--- config.mk ---
export PLATFORM = sky130hd
export DESIGN_NAME = conversor_bcd_binario
export DESIGN_NICKNAME = d
export VERILOG_FILES = /design/src/rtl/conversor_bcd_binario.sv
export SDC_FILE = /design/constraint.sdc
export NUM_CORES = 1
export LEC_CHECK = 0
export ABC_AREA = 1
export CORE_MARGIN = 3
export CORE_UTILIZATION = 40
export DETAILED_ROUTE_END_ITERATION = 10
export HOLD_SLACK_MARGIN = 0.06
export PLACE_DENSITY_LB_ADDON = 0.15
export RECOVER_POWER = 25
export SYNTH_ARGS = -nofsm -noshare
export SYNTH_HDL_FRONTEND = slang
export SYNTH_SLANG_ARGS = --single-unit
export TNS_END_PERCENT = 1
--- constraint.sdc ---
create_clock -name clock -period 1.35 [get_ports clock]
set_input_delay 0.2025 -clock clock [delete_from_list [all_inputs] [get_ports clock]]
set_output_delay 0.2025 -clock clock [all_outputs]
set_load 0.02 [all_outputs]
--- src/rtl/conversor_bcd_binario.sv ---
// conversor_bcd_binario
// Sequential two-digit BCD-to-binary converter (00-99) using an iterative
// reverse double-dabble. The packed BCD value is accepted on a start request,
// converted one shift per cycle over 7 cycles, and the binary result is
// published together with a one-cycle done pulse. Digits above 9 saturate the
// result to 99 and raise the error flag.
//
// Ports:
//   clock    in   1  system clock, rising edge
//   reset    in   1  asynchronous, active-high reset
//   iniciar  in   1  start request, honoured only when idle
//   bcd      in   8  packed BCD input, [7:4] tens, [3:0] units
//   ocupado  out  1  conversion in progress
//   pronto   out  1  one-cycle pulse when binario/erro are updated
//   binario  out  7  binary result, held between conversions
//   erro     out  1  last captured bcd had a digit > 9, held with binario
module conversor_bcd_binario (
  input  logic       clock,
  input  logic       reset,
  input  logic       iniciar,
  input  logic [7:0] bcd,
  output logic       ocupado,
  output logic       pronto,
  output logic [6:0] binario,
  output logic       erro
);

  typedef enum logic {
    OCIOSO   = 1'b0,
    CONVERTE = 1'b1
  } estado_t;

  estado_t     estado;
  logic [2:0]  passo;     // step counter, 0..6
  logic [14:0] desloc;    // {tens, units, binary} shift register
  logic        invalido;  // captured bcd had a digit > 9
  logic [14:0] proximo;   // shift register after the current step

  // One reverse double-dabble step: shift right, then any BCD nibble that
  // reads 8 or more received a bit worth 5 (10/2) but is weighted as 8, so
  // take 3 back off it.
  function automatic logic [14:0] passo_dabble(input logic [14:0] v);
    logic [14:0] s;
    s = v >> 1;
    if (s[14:11] >= 4'd8) begin
      s[14:11] = s[14:11] - 4'd3;
    end else begin
      s[14:11] = s[14:11];
    end
    if (s[10:7] >= 4'd8) begin
      s[10:7] = s[10:7] - 4'd3;
    end else begin
      s[10:7] = s[10:7];
    end
    return s;
  endfunction

  // Next value of the shift register for the step being executed.
  always_comb begin
    proximo = passo_dabble(desloc);
  end

  // Control FSM, datapath and registered outputs.
  always_ff @(posedge clock or posedge reset) begin
    if (reset) begin
      estado   <= OCIOSO;
      passo    <= 3'd0;
      desloc   <= 15'd0;
      invalido <= 1'b0;
      ocupado  <= 1'b0;
      pronto   <= 1'b0;
      binario  <= 7'd0;
      erro     <= 1'b0;
    end else begin
      case (estado)
        OCIOSO: begin
          pronto <= 1'b0;
          if (iniciar) begin
            desloc   <= {bcd, 7'd0};
            invalido <= (bcd[7:4] > 4'd9) || (bcd[3:0] > 4'd9);
            passo    <= 3'd0;
            ocupado  <= 1'b1;
            estado   <= CONVERTE;
          end else begin
            ocupado <= 1'b0;
          end
        end
        CONVERTE: begin
          desloc <= proximo;
          if (passo == 3'd6) begin
            // Seventh shift lands the full binary value in the low bits.
            estado  <= OCIOSO;
            ocupado <= 1'b0;
            pronto  <= 1'b1;
            if (invalido) begin
              binario <= 7'd99;
              erro    <= 1'b1;
            end else begin
              binario <= proximo[6:0];
              erro    <= 1'b0;
            end
          end else begin
            passo  <= passo + 3'd1;
            pronto <= 1'b0;
          end
        end
        default: begin
          estado  <= OCIOSO;
          ocupado <= 1'b0;
          pronto  <= 1'b0;
        end
      endcase
    end
  end

endmodule

==> run summary, run 1 <==
Final hold vios: 0
WP data required: 1150 ps
Place WS: 25.3 ps
Die Y: 64.2 microns
Synthesized area: 1360 sq um
Crit-path slowest cell: dfrtp_1
VDD IR max: 901 uV
CTS tree: built
Final HPWL DP: 1850 microns
Hold WC Path Type: in -> reg
Fmax: 807 MHz
CP bufs+invs: 1
Fraction of layout cells with a size suffix above 1: 0.155
# hold bufs at CTS: 0
Final WS setup: 111 ps
Status: complete, no violations
Rel. slew slack: 0.520
Area Growth Syn to Fin: 23.8%
Flops & latches, synth: 29
Pre-antenna DRT Iters: 4
Critical path endpoint category: output port
CP Cell Sequence: dlygate4sd2_1
Inst Count DP: 217
Reg clk slew, reported paths: 90 ps
WS Path Type: reg -> out
Worst-Skew Late Latency: 320 ps
Core Area: 3150 sq um
Vias: 1042
RSZ-0062 raised after global routing: no
Drt via density: 4.63
Ports: 21
Setup TNS: 0 ps
# rows: 20
Vias in the first global route: 1047
Synth area leader: dfrtp_1
DRC viols: 0
Final period utilization: 0.918
Syn_area_per_cell: 8.98 sq um
Syn_nets: 166
Final min period: 1240 ps
Synth cell types: 20
Post-synth top cells: nand2_1 (45), dfrtp_1 (29), inv_1 (23)
Leakage: 0.861 nW
Final RePlAce weighted congestion: 0.791
# Post-CTS Setup Buffers: 0
# setup viols final: 0
Cell family with most CP delay: flip-flops
# nets final: 195
Primary FF master, synth: dfrtp_1
Antenna Nets Post-Route: 0
Yosys Warn Count: 0
Largest net degree at the start of global routing: 30
Post-synth EDFFs: 0
Max_cap viols: 0
Most frequent cell after synthesis: nand2_1
P per Cell Area: 2090 nW/um^2
Pins Over Slew Limit: 0
TritonCTS buffer count: 5
R2R Setup Slk: 120 ps
Initial DRC Count: 50
Share of synthesized registers carrying an async set or reset: 1.00
Cells after Synth: 151
First-pass GRT wire length: 4730 microns
CP peak stage delay: 390 ps
Sequential share of the synthesized area: 0.535
Synth area leaders: dfrtp_1 (54%), nand2_1 (12%), inv_1 (6.4%), nand3_1 (6.3%), o21ai_2 (5.2%)
Non-Filler Instances: 225
Type of origin of the critical path: flip-flop
Drt wl/cell: 11.3 microns
Area share of the largest cell type after synthesis: 0.535
GRT Util Overall: 0.152
DRT Wirelength: 2540 microns
Initial antenna violation count: 0
CTS Buffer Depth: 2
Starting Density: 0.430
Critical Path Fanout Max: 2
PortBufs: 20
Die Area: 4130 sq um
Worst Skew: 1.72 ps
Die W: 64.2 microns
# diodes: 0
Actual transition at the worst max-transition pin: 720 ps
H-Tree Depth: 2
Clk root buf: clkbuf_4
Grt total ovfl: 0
Crit path DAT: 1040 ps
Clock Sink Count: 29
Cts repair resizes: 10
## layout by cell type, fill, tap and decap left out, types with 4 or more instances in the layout
master,n
inv_1,23
ha_1,4
o21ai_0,4
dlygate4sd2_1,10
nand2_1,45
nand3_1,17
clkdlybuf4s50_1,9
o21ai_2,8
nor2_1,4
clkbuf_4,5
dfrtp_1,28
o22ai_1,4
## final cells by class
cell class              instances  area (sq um)
multi-input cells              96           522
clock inverters                 1          5.00
fillers                       321          1470
repair buffers                 24           215
inverters                      24          90.1
well taps                      44          55.1
flip-flops and latches         29           727
clock buffers                   7          65.1
## worst paths after layout
path	start	cells past startpoint	endpoint
max	ocupado	1	ocupado
max reg2reg	passo[0]	5	binario[3]
min reg2reg	binario[5]	2	binario[5]
min	bcd[4]	3	desloc[11]
min in group asynchronous	reset	3	desloc[8]
max in group asynchronous	reset	3	estado
## cells by family after synthesis
kind of cell    share of synthesized area
fa+ha+maj                          0.0369
simple gates                        0.246
flops                               0.535
buf+inv                            0.0803
compound gates                      0.101
## worst min-delay path: cells and delay by family
| family | cells | cell delay, ps |
|---|---|---|
| AND/OR/NAND/NOR | 2 | 110 |
| buffers and inverters | 1 | 400 |
## flip-flops by register name (all words and copies together) (netlist names)
signal,count
binario,7
desloc,14
erro,1
estado,1
invalido,1
ocupado,1
passo,3
pronto,1
## where the power goes
group          internal [mW]  switching [mW]
logic                  0.549           0.816
clock network          0.301           0.304
registers               1.24           0.302
total                   2.09            1.42
## layer usage
| metal | global-route usage | vias to the layer above | part of all wire |
|---|---|---|---|
| met5 | 0 | - | 0 |
| met4 | 0.0950 | 0 | 0.030 |
| met3 | 0.0404 | 7 | 0.042 |
| met2 | 0.244 | 15 | 0.49 |
| met1 | 0.180 | 482 | 0.43 |
| li1 | - | 538 | - |
## through the flow
step	utilization	instance area [sq um]	power [mW]	hold slack (ps)
floorplan	-	1360	2.52	281
global placement	0.519	1640	2.99	466
detailed placement	0.519	1640	3.05	471
CTS	0.537	1690	3.58	198
global route	0.533	1680	3.86	451
finish	0.533	1680	3.51	434
Power figures use the tool's default switching activity.
==> run 2: changes to the inputs <==
--- a/config.mk
+++ b/config.mk
@@ -6,7 +6,7 @@
 export NUM_CORES = 1
 export LEC_CHECK = 0
 export ABC_AREA = 1
-export CORE_MARGIN = 3
+export CORE_MARGIN = 2
 export CORE_UTILIZATION = 40
 export DETAILED_ROUTE_END_ITERATION = 10
 export HOLD_SLACK_MARGIN = 0.06
==> run summary, run 2 (synthesis results as in run 1) <==
DRC viols: 0 (unchanged)
CP Launch Point: estado
Flop pwr share: 0.445 (+0.006)
Grt total ovfl: 0 (unchanged)
Leakage: 0.862 nW (about the same)
Critical Path Fanout Max: 8 (+6)
Hold WC Path Type: in -> reg
VDD IR max: 765 uV (-15%)
Crit path DAT: 1500 ps (+460 ps)
Worst hold slack: 448 ps (+14.9 ps)
Vias in the first global route: 1143 (+9.2%)
Fraction of layout cells with a size suffix above 1: 0.148 (-0.00634)
WS Path Type: reg -> reg
Reg clk slew, reported paths: 90 ps (about the same)
CTS tree: built
Initial antenna violation count: 0 (unchanged)
Power Total: 3.45 mW (-1.7%)
R2r startpoint: estado
Drt wl/cell: 10.8 microns (-4.7%)
Area Growth Syn to Fin: 23.9% (about the same)
Pre-antenna DRT Iters: 4 (unchanged)
R2R Path End: invalido
R2R cell count: 4 (-1)
Type of origin of the critical path: flip-flop
PortBufs: 20 (unchanged)
CTS Buffer Depth: 2 (unchanged)
Most flops, register: desloc
Setup TNS: 0 ps (unchanged)
GRT Util Overall: 0.152 (+0.000180)
# nets final: 197 (+1.0%)
Max FFs per register: 14 (unchanged)
Actual transition at the worst max-transition pin: 699 ps (-20.9 ps)
RSZ-0062 raised after global routing: no
Final min period: 1240 ps (+4.99 ps)
Antenna Nets Post-Route: 0 (unchanged)
Starting Density: 0.413 (-0.0172)
TritonCTS buffer count: 5 (unchanged)
Clock share of power: 0.151 (-0.022)
Ports: 21 (unchanged)
# rows: 21 (+5.0%)
Clock Sink Count: 29 (unchanged)
Initial DRC Count: 27 (-46%)
Largest net degree at the start of global routing: 30 (unchanged)
Core Area: 3280 sq um (+4.2%)
Switch share: 0.406 (+0.00108)
# diodes: 0 (unchanged)
Clk root buf: clkbuf_4
First-pass GRT wire length: 4670 microns (-1.2%)
R2R Setup Slk: 110 ps (about the same)
WP data required: 1610 ps (+460 ps)
Final hold vios: 0 (unchanged)
Final HPWL DP: 1850 microns (about the same)
Max_cap viols: 0 (unchanged)
Critical path endpoint category: flip-flop
Commonest non-fill, non-tap cells in the layout: nand2_1 (45), dfrtp_1 (29), inv_1 (23)
Die Y: 62.2 microns (-3.1%)
H-Tree Depth: 2 (unchanged)
Final RePlAce weighted congestion: 0.794 (+0.32%)
Status: complete, no violations
Final period utilization: 0.921 (+0.00370)
# setup viols final: 0 (unchanged)
Die W: 62.2 microns (-3.1%)
Fmax: 804 MHz (-0.40%)
Cts repair resizes: 10 (unchanged)
Die Area: 3870 sq um (-6.1%)
P per Cell Area: 2050 nW/um^2 (-1.7%)
# hold bufs at CTS: 0 (unchanged)
CP Capture Point: invalido
Worst Skew: 3.91 ps (+2.19 ps)
NetSw: 1.40 mW (-1.4%)
# Post-CTS Setup Buffers: 0 (unchanged)
Rel. slew slack: 0.534 (+0.0139)
DRT Wirelength: 2450 microns (-3.5%)
Internal cell power: 2.05 mW (-1.8%)
Pins Over Slew Limit: 0 (unchanged)
Logic gate share of total power: 0.404 (+0.015)
Regs by FF count: desloc (14), binario (7), passo (3)
Drt via density: 4.64 (+0.10%)
Vias: 1057 (+1.4%)
Worst-Skew Late Latency: 310 ps (about the same)
Commonest non-fill, non-tap cell in the layout: nand2_1
-- run 2: cell types whose count changed in the layout (fill, tap and decap cells not counted) --
cell | before | now
clkbuf_1 | 0 | 1
dfrtp_1 | 28 | 29
clkinv_2 | 1 | 0
clkbuf_8 | 2 | 1
buf_4 | 3 | 5
dfrtp_2 | 1 | 0
-- run 2: how the worst min path moves through the flow --
| stage | startpoint | to | slack [ps] | cells past startpoint |
|---|---|---|---|---|
| 2_1_floorplan | reset | binario[0] | 280 | 1 |
| 3_3_place_gp | binario[2] | binario[2] | 460 | 2 |
| 3_5_place_dp | erro | erro | 470 | 2 |
| 4_1_cts | reset | desloc[7] | 210 | 3 |
| 5_1_grt | bcd[7] | desloc[14] | 460 | 3 |
| 6_report | bcd[4] | desloc[11] | 450 | 3 |
-- run 2: area by class of cell --
type | count | area (sq um)
Tap cell | 46 | 57.6
Inverter | 24 | 90.1
Clock buffer | 7 | 55.1
Sequential cell | 29 | 726
Multi-Input combinational cell | 96 | 522
Fill cell | 338 | 1600
Timing Repair Buffer | 26 | 230
-- run 2: routing by layer --
layer / global-route usage / up-vias / routed length [microns]
met4: 0.0639 / 0 / 38
met1: 0.177 / 489 / 1100
met5: 0 / - / 0
met3: 0.0525 / 6 / 104
li1: - / 538 / -
met2: 0.257 / 24 / 1210
-- run 2: metrics by stage --
step	utilization	instances	instance area [sq um]	setup WS, ps
CTS	0.516	228	1700	98.2
floorplan	-	151	1360	215
finish	0.512	228	1680	106
detailed placement	0.503	221	1650	15.9
global placement	0.503	221	1650	60.0
global route	0.512	228	1680	15.9
-- run 2: worst max-delay path, stage by stage (launching register included) --
cell and delay [ps]:
dfrtp_1 530, buf_4 220, nor2_2 240, nand3_1 100
nand3_1 90
-- run 2: power groups by stage --
| stage | clock, mW | sequential [mW] | combinational, mW |
|---|---|---|---|
| final | 0.521 | 1.54 | 1.39 |
| after floorplan | 0 | 1.65 | 0.877 |
| after detailed placement | 0 | 1.57 | 1.51 |
| after CTS | 0.548 | 1.54 | 1.43 |
| after global routing | 0.587 | 1.60 | 1.61 |
| after global placement | 0 | 1.54 | 1.47 |
